### config.mk
export PLATFORM = sky130hd
export DESIGN_NAME = pipe_ctrl
export DESIGN_NICKNAME = d
export VERILOG_FILES = /design/src/rtl/pipe_ctrl.sv
export SDC_FILE = /design/constraint.sdc
export NUM_CORES = 1
export LEC_CHECK = 0
export ABC_CLOCK_PERIOD_IN_PS = 4800
export BUFFER_PORTS_ARGS = -buffer_cell sky130_fd_sc_hd__buf_2
export CAP_MARGIN = 20
export CORE_MARGIN = 10
export CORE_UTILIZATION = 28
export CTS_CLUSTER_DIAMETER = 40
export DETAILED_ROUTE_END_ITERATION = 8
export GPL_TIMING_DRIVEN = 1
export PLACE_DENSITY = 0.67
export SETUP_SLACK_MARGIN = 0.15
export SLEW_MARGIN = 20
export SYNTH_ARGS = -nofsm -noshare
export SYNTH_HDL_FRONTEND = slang
export SYNTH_SLANG_ARGS = --single-unit
### constraint.sdc
create_clock -name clk_i -period 4.8 [get_ports clk_i]
set_input_delay 0 -clock clk_i [delete_from_list [all_inputs] [get_ports clk_i]]
set_output_delay 0 -clock clk_i [all_outputs]
set_load 0.05 [all_outputs]
### src/rtl/pipe_ctrl.sv
// Pipeline control: stage stalls, jump/mret redirect, and precise interrupt
// entry (drain to a valid EX instruction, save its PC, redirect to mtvec).
module pipe_ctrl #(
  parameter int ADDR_WIDTH = 32
) (
  input  logic                  clk_i,
  input  logic                  rst_i,
  input  logic                  stallreq_id_i,
  input  logic                  stallreq_ex_i,
  input  logic                  stallreq_mem_i,
  input  logic                  jump_req_i,
  input  logic [ADDR_WIDTH-1:0] jump_addr_i,
  input  logic                  mret_i,
  input  logic [ADDR_WIDTH-1:0] mepc_i,
  input  logic                  int_req_i,
  input  logic                  int_en_i,
  input  logic [ADDR_WIDTH-1:0] mtvec_i,
  input  logic                  ex_valid_i,
  input  logic [ADDR_WIDTH-1:0] ex_pc_i,
  output logic [5:0]            stall_o,
  output logic                  flush_jump_o,
  output logic                  flush_int_o,
  output logic [ADDR_WIDTH-1:0] new_pc_o,
  output logic                  mepc_we_o,
  output logic [ADDR_WIDTH-1:0] mepc_o,
  output logic                  int_active_o
);

  typedef enum logic [1:0] {
    IDLE   = 2'd0,
    DRAIN  = 2'd1,
    JUMP   = 2'd2,
    ACTIVE = 2'd3
  } state_t;

  state_t                  state_q, state_d;
  logic [ADDR_WIDTH-1:0]   mepc_q, mepc_d;
  logic                    capture;

  // EX holds an instruction that will complete normally, so its PC is precise.
  assign capture = ex_valid_i & ~stallreq_mem_i & ~jump_req_i & ~mret_i;

  always_ff @(posedge clk_i or posedge rst_i) begin
    if (rst_i) begin
      state_q <= IDLE;
      mepc_q  <= '0;
    end else begin
      state_q <= state_d;
      mepc_q  <= mepc_d;
    end
  end

  always_comb begin
    state_d = state_q;
    mepc_d  = mepc_q;
    unique case (state_q)
      IDLE: begin
        if (int_req_i && int_en_i) state_d = DRAIN;
      end
      DRAIN: begin
        if (!(int_req_i && int_en_i)) begin
          state_d = IDLE;
        end else if (capture) begin
          state_d = JUMP;
          mepc_d  = ex_pc_i;
        end
      end
      JUMP: state_d = ACTIVE;
      ACTIVE: begin
        if (mret_i) state_d = IDLE;
      end
      default: state_d = IDLE;
    endcase
  end

  always_comb begin
    stall_o = 6'b000000;
    if (stallreq_mem_i)     stall_o = 6'b011111;
    else if (stallreq_ex_i) stall_o = 6'b001111;
    else if (stallreq_id_i) stall_o = 6'b000111;
  end

  always_comb begin
    new_pc_o = '0;
    if (state_q == JUMP)  new_pc_o = mtvec_i;
    else if (jump_req_i)  new_pc_o = jump_addr_i;
    else if (mret_i)      new_pc_o = mepc_i;
  end

  assign flush_jump_o = (jump_req_i | mret_i) & (state_q != JUMP);
  assign flush_int_o  = (state_q == JUMP);
  assign mepc_we_o    = (state_q == JUMP);
  assign int_active_o = (state_q == ACTIVE);
  assign mepc_o       = mepc_q;

endmodule

# Word level (Yosys, flattened, before mapping)
# Index checks and enable logic that the tools add are counted.
[word_totals]
register_bits = 34
latchBits = 0
mem_bits_rw = 0
mem_bits_ro = 0
input_bits = 138
out_inout_bits = 74
wordCells = 32
memories = 0
[classes]
add_sub_neg = 0
multipliers = 0
div_mod_pow = 0
order_cmp = 0
eq_ne = 7
n_shift = 0
muxes = 11
n_bitwise = 8
reduce_logical = 4
[op_table]
columns = ["operator", "n"]
rows = [
  ["32-bit 2-to-1 mux", 3],
  ["2-bit 2-to-1 mux", 4],
  ["2-bit one-hot mux with 4 select lines", 1],
  ["2-bit inequality test (second input constant)", 3],
  ["3-bit AND reduction", 2],
  ["5-bit 2-to-1 mux", 1],
  ["1-bit AND", 4],
  ["2-bit equality test (second input constant)", 2],
  ["4-bit 2-to-1 mux", 1],
  ["3-bit 2-to-1 mux", 1],
  ["3-bit inequality test (second input constant)", 1],
  ["1-bit NOT", 3],
  ["2-bit by 1-bit equality test with 1-bit output (second input constant)", 1],
  ["2-bit logical NOT", 1],
  ["1-bit logical AND", 1],
  ["1-bit bitwise OR", 1],
]

# Logic depth before layout (Yosys ltp)
# Gate-level depths: netlist (run 1).
[logic_depth]
word_depth = 7
depth_mapped = 6
mapped_depth_nobuf = 4

# Worst setup path before layout (run 1)
# OpenSTA, ideal clock, no wires.
[synth_path]
path_type = "register to output"
from = "reg state_q[0]"
to = "out new_pc_o[21]"
arrival_ps = 2229
required_ps = 4800
slack_ps = 2571
stages_incl_launch_ff = 7
n_path_buf = 2
path_cell_list = "dfrtp_1 > nand2b_1 > clkbuf_1 > inv_1 > clkbuf_1 > a221oi_1 > nor2_1"
[synth_via]
elab_chain_len = 2
[synth_rtl]
columns = ["element", "line", "text"]
rows = [
  ["start: declaration", "36", "state_t state_q, state_d;"],
  ["start signal: assignment", "48", "state_q <= state_d;"],
  ["2-bit equality test", "n/a", ""],
  ["via flush_int_o", "22", "output logic flush_int_o,"],
  ["32-bit 2-to-1 mux", "85", "if (state_q == JUMP) new_pc_o = mtvec_i;"],
  ["end: declaration", "23", "output logic [ADDR_WIDTH-1:0] new_pc_o,"],
]
# The timed path passes the listed nets, and every way through them passes these cells.

# Final worst setup path (run 1)
[layout_path]
from = "reg state_q[0]"
to = "out new_pc_o[19]"
[layout_via]
elab_chain_len = 2
[layout_rtl]
columns = ["element", "line"]
rows = [
  ["2-bit equality test", "85"],
  ["32-bit 2-to-1 mux", "85"],
]
# No other way between the ends.

==> results.toml, run 1 <==
[final_layout]
fin_util_pct = 50.9
fill_cells = 664
layout-area-overhead-vs-synth_pct = 75.4
layout-drive-gt1-share_pct = 58.9
stdcell_count = 531
fin_nets = 572
design_area_mm2 = 0.00348
n_antenna_cell = 0

[drt]
post_drt_via_cell_ratio = 4.62
dr.pass1.iters = 4
dr.first_iter.drc_count = 102
vias = 2455
drc = 0
antenna_left = 0
wire_per_inst_um = 17.4
routed_wl_mm = 9.21

[placement]
post_dp_cell_area_mm2 = 0.00305
numPortBuffers = 210
place_ws_ps = 2700
place_congestion = 0.883
hpwl_mm = 7.29
dp_cells = 490

[clock_network]
clk_pin_slew_ps = 70
cts_resized = 0
clk_latency_ps = 280
htreeDepth = 2
cts_buffers = 5
cts_max_path_buffers = 2
holdBufCountCts = 33
postCtsSetupRepairBufs = 0
clock-root-buffer = "clkbuf_8"
cts_tree = "built"
cts.sinks = 34

[sta]
skew_ps = 5.21
post-route-min-period_ps = 2400
finalHoldViolations = 0
slew_violations = 0
setup_violations = 0
worst_pin_slew_ps = 1000
min_period_over_period_pct = 50.0
grt_setup_unrepaired = "no"
relSlewSlack_pct = 33.0
finalWorstSetupSlack_ps = 2400
max_clock_freq_mhz = 417
tns_ps = 0

[floorplan]
num_rows = 30
start_util_pct = 29.0
num_io_pins = 212
die_w_um = 104
die_area_mm2 = 0.0108
core_mm2 = 0.00683
die_y_um = 104

[global_route]
grt_pass1_vias = 2651
antenna_found_initial = 0
groute.usage.overall_pct = 16.0
overflow = 0
grt_max_degree = 36
grt_pass1_wl_mm = 14.5

[setup_path]
critical_path_required_ps = 4800
arrival_ps = 2400
path_max_fanout = 35
cp-start-kind = "register"
end_kind = "output port"
critPathKind = "register to output port"

[yosys]
seq_area_frac_synth_pct = 42.9
synth_area_leaders = "dfrtp_1 43%, mux2_2 18%, a221oi_1 14%"
yosys_warnings = 0
synthesis.area_mm2 = 0.00198
syn_area_per_cell_um2 = 9.76
syn_inst = 203
synth_top_cell_area_share_pct = 42.9
ys_ff_latch = 34
async_flop_share_pct = 100
yosysMostFrequentCell = "nor2_1"
synth_fp_nets = 341
synth_cell_type_count = 22
synth_edf_count = 0
synth_area_leader_cell = "dfrtp_1"
ys.flop_type = "dfrtp_1"
synthTopCellsByCount = "63 x nor2_1, 34 x dfrtp_1, 31 x a221oi_1, 31 x mux2_2, 13 x clkbuf_1"

[status]
outcome = "complete, no violations"

[power]
power.leakage_nw = 1.99
power_density_mw_per_mm2 = 269
peakVddDrop_uv = 235

[min_path]
hold_class = "input port to register"

[flow_run]
maxCapViolations = 0
==> worst max-delay path, cell delays in order, from the launching register on <==
cell	delay, ps
dfrtp_1	400
nand2b_1	140
buf_4	240
inv_1	770
a221oi_1	130
nor2_1	150
buf_2	280
==> final timing paths <==
path	start	to	slack [ps]	depth (start not counted)
setup / recovery	state_q[0]$_DFFE_PP0P_	new_pc_o[19]	2400	6
min in group asynchronous	rst_i	mepc_o[28]$_DFFE_PP0P_	350	4
hold / removal	mret_i	register	80	4
max in group asynchronous	rst_i	mepc_o[15]$_DFFE_PP0P_	4160	4
hold reg to reg	mepc_o[25]$_DFFE_PP0P_	mepc_o[25]$_DFFE_PP0P_	490	1
setup reg to reg	register	mepc_o[10]$_DFFE_PP0P_	3100	4
==> per-layer routing <==
metal | vias up | global-route usage, % | share of wire [%]
met5 | - | 0 | 0
met4 | 0 | 3.08 | 0.79
met3 | 8 | 8.12 | 12
met2 | 128 | 29.3 | 53
met1 | 1136 | 15.9 | 35
li1 | 1183 | - | -
==> per-stage QoR <==
step | power (W) | hold slack (ps)
global placement | 0.000695 | 113
global route | 0.000981 | 104
detailed placement | 0.000701 | 116
floorplan | 0.000582 | 135
CTS | 0.000944 | 74.4
finish | 0.000935 | 76.2
==> power by group <==
part	switching (W)	total (W)	leakage (nW)	internal [W]
Combinational	0.000266	0.000394	1.48	0.000128
Sequential	0.0000119	0.000322	0.462	0.000310
Clock	0.000103	0.000219	0.0472	0.000115
Total	0.000381	0.000935	1.99	0.000553
==> area by class of cell <==
cell class,count,area [um2],area share [%]
clock inverter,2,12.5,0.360
sequential,34,851,24.5
tap,96,120,3.45
inverter,2,7.51,0.216
clock buffer,6,82.6,2.37
timing repair buffer,246,1400,40.4
multi-input combinational,145,1000,28.8
==> registers in the layout, indices dropped and copies added, names as in the netlist, named ones only <==
name / cells
state_q: 1
mepc_o: 32
==> placed cells by master (no fill, tap or decap) <==
cell / netlist / final
and2_1: 2 / 2
conb_1: 1 / 1
clkinvlp_4: 0 / 1
nor2b_4: 0 / 1
nor3_1: 1 / 1
mux2_2: 31 / 31
buf_4: 5 / 3
inv_1: 2 / 2
nand3b_1: 2 / 2
or2_2: 1 / 1
o21ai_0: 1 / 1
nor2_1: 63 / 63
or3_1: 1 / 1
or2_4: 1 / 1
clkinv_2: 0 / 1
dlygate4sd3_1: 0 / 33
a221oi_1: 31 / 31
nand2_1: 4 / 4
nand2b_1: 2 / 2
dfrtp_1: 34 / 34
clkbuf_8: 0 / 6
a31oi_1: 1 / 1
mux2_1: 1 / 1
nor4_4: 1 / 1
buf_2: 0 / 210
==> logic make-up (layout without fill, tap and decap cells) <==
logic type	Yosys count	count (layout)	synth area share, %
AOI/OAI and AO/OA	33	33	14.3
buffers and inverters	24	256	7.01
other	1	1	0.189
DFF	34	34	42.9
muxes	32	32	18.2
and+or+nand+nor	79	79	17.4
Power figures use the tool's default switching activity.
==> run 2: changes to the inputs <==
--- a/config.mk
+++ b/config.mk
@@ -5,7 +5,7 @@
 export SDC_FILE = /design/constraint.sdc
 export NUM_CORES = 1
 export LEC_CHECK = 0
-export ABC_CLOCK_PERIOD_IN_PS = 4800
+export ABC_CLOCK_PERIOD_IN_PS = 2100
 export BUFFER_PORTS_ARGS = -buffer_cell sky130_fd_sc_hd__buf_2
 export CAP_MARGIN = 20
 export CORE_MARGIN = 10
@@ -13,7 +13,7 @@
 export CTS_CLUSTER_DIAMETER = 40
 export DETAILED_ROUTE_END_ITERATION = 8
 export GPL_TIMING_DRIVEN = 1
-export PLACE_DENSITY = 0.67
+export PLACE_DENSITY = 0.7
 export SETUP_SLACK_MARGIN = 0.15
 export SLEW_MARGIN = 20
 export SYNTH_ARGS = -nofsm -noshare
==> constraint.sdc (replaced) <==
create_clock -name clk_i -period 2.1 [get_ports clk_i]
set_input_delay 0 -clock clk_i [delete_from_list [all_inputs] [get_ports clk_i]]
set_output_delay 0 -clock clk_i [all_outputs]
set_load 0.05 [all_outputs]
==> run 2 against run 1 <==
  * Total power increased to 2.5 times the previous value
  * Critical endpoint is now new_pc_o[27]
  * Core utilization increased by 1.5 points
  * Worst hold slack got worse by 15 ps
==> results.toml, run 2 (synthesis results as in run 1) <==
[placement]
numPortBuffers = 210
place_congestion = 0.805
hpwl_mm = 7.27

[clock_network]
clk_pin_slew_ps = 70
clk_latency_ps = 290
cts_max_path_buffers = 2
cts_buffers = 5
cts.sinks = 34
htreeDepth = 2
postCtsSetupRepairBufs = 0
cts_resized = 0
cts_tree = "built"
clock-root-buffer = "clkbuf_8"

[drt]
post_drt_via_cell_ratio = 4.71
drc = 0
antenna_left = 0
vias = 2529
wire_per_inst_um = 17.4
dr.pass1.iters = 4
routed_wl_mm = 9.33
dr.first_iter.drc_count = 44

[status]
outcome = "complete, no violations"

[final_layout]
final_cell_mix = "210 x buf_2, 54 x nor2_1, 34 x dfrtp_1"
layout-area-overhead-vs-synth_pct = 80.5
fin_nets = 577
mostFrequentLayoutCell = "buf_2"
largest_reg_flops = 32
layout-drive-gt1-share_pct = 61.4

[power]
total_power_w = 0.00238
peakVddDrop_uv = 661
power.leakage_nw = 2.03
power_density_mw_per_mm2 = 665

[setup_path]
crit_buf_inv = 3
critical_path_required_ps = 2100
crit_chain = "nand2b_1 -> inv_1 -> buf_4 -> a221oi_1 -> nor2_2 -> buf_2"
cp_slowest_cell = "dfrtp_1"
end_kind = "output port"
cp-start-kind = "register"
critPathMaxStageDelay_ps = 400
arrival_ps = 1740
rr_endpoint = "mepc_o[19]$_DFFE_PP0P_"
r2r_slack_ps = 430
cpLargestDelayFamily = "buffers and inverters"
path_max_fanout = 33
critPathKind = "register to output port"
rr_worst_depth = 4

[min_path]
hold_class = "input port to register"
hold_depth = 4
min_from = "mret_i"

[floorplan]
die_y_um = 104
num_rows = 30
die_area_mm2 = 0.0108
start_util_pct = 29.0
die_w_um = 104
num_io_pins = 212
core_mm2 = 0.00683

[global_route]
antenna_found_initial = 3
groute.usage.overall_pct = 16.0
overflow = 0
grt_pass1_wl_mm = 14.3
grt_max_degree = 35
grt_pass1_vias = 2707

[sta]
min_period_over_period_pct = 82.6
grt_setup_unrepaired = "no"
finalHoldViolations = 0
slew_violations = 0
skew_ps = 6.57
setup_violations = 0
max_clock_freq_mhz = 576
post-route-min-period_ps = 1740
tns_ps = 0

[flow_run]
maxCapViolations = 0
[run 2: cell type report]
| class | count | area, um2 |
|---|---|---|
| fill | 624 | 3250 |
| timing repair buffer | 251 | 1440 |
| multi-input combinational | 145 | 1020 |
| sequential | 34 | 851 |
| clock inverter | 3 | 68.8 |
| antenna | 1 | 2.50 |
| clock buffer | 5 | 68.8 |
| tap | 96 | 120 |
| inverter | 2 | 7.51 |
[run 2: timing repair]
| action | in CTS | in global routing |
|---|---|---|
| hold endpoints to repair | 66 | 0 |
| setup endpoints to repair | 0 | 0 |
| hold buffers | 33 | 0 |
[run 2: how the worst max path moves through the flow]
| stage | startpoint | endpoint | slack, ps | depth (start not counted) |
|---|---|---|---|---|
| after floorplan | state_q[0]$_DFFE_PP0P_ | new_pc_o[10] | 310 | 6 |
| after global placement | jump_req_i | mepc_o[14]$_DFFE_PP0P_ | 460 | 5 |
| after detailed placement | jump_req_i | mepc_o[30]$_DFFE_PP0P_ | 420 | 5 |
| after CTS | state_q[0]$_DFFE_PP0P_ | new_pc_o[27] | 340 | 6 |
| after global routing | state_q[0]$_DFFE_PP0P_ | new_pc_o[27] | 270 | 6 |
| final | state_q[0]$_DFFE_PP0P_ | new_pc_o[27] | 360 | 6 |
[run 2: worst register-to-register path: stages, from the launching register on]
cell and delay, ps:
dfrtp_1 400, nand3b_1 220, nor4_4 180, buf_4 360
mux2_2 400
[run 2: through the flow]
| stage | utilization, % | setup slack [ps] | std cells | area, um2 | hold WS, ps |
|---|---|---|---|---|---|
| detailed placement | 45.5 | 421 | 495 | 3110 | 119 |
| CTS | 52.3 | 344 | 536 | 3570 | 61.5 |
| global placement | 45.5 | 463 | 495 | 3110 | 106 |
| floorplan | - | 310 | 203 | 2010 | 135 |
| global route | 52.4 | 275 | 537 | 3580 | 133 |
| finish | 52.4 | 365 | 537 | 3580 | 60.8 |
[run 2: power by group]
group | internal, W | leakage [nW] | switching, W | total (W)
combinational | 0.000298 | 1.50 | 0.000612 | 0.000910
sequential | 0.000709 | 0.462 | 0.0000307 | 0.000740
clock | 0.000476 | 0.0683 | 0.000253 | 0.000729
total | 0.00148 | 2.03 | 0.000896 | 0.00238
[run 2: per-layer routing]
metal	GRT usage (%)	vias to the layer above	wire (um)	share of wire, %
li1	-	1193	-	-
met1	16.0	1189	3330	36
met2	28.7	132	4860	52
met3	7.68	13	979	10
met4	4.67	2	138	1.5
met5	0	-	20	0.21
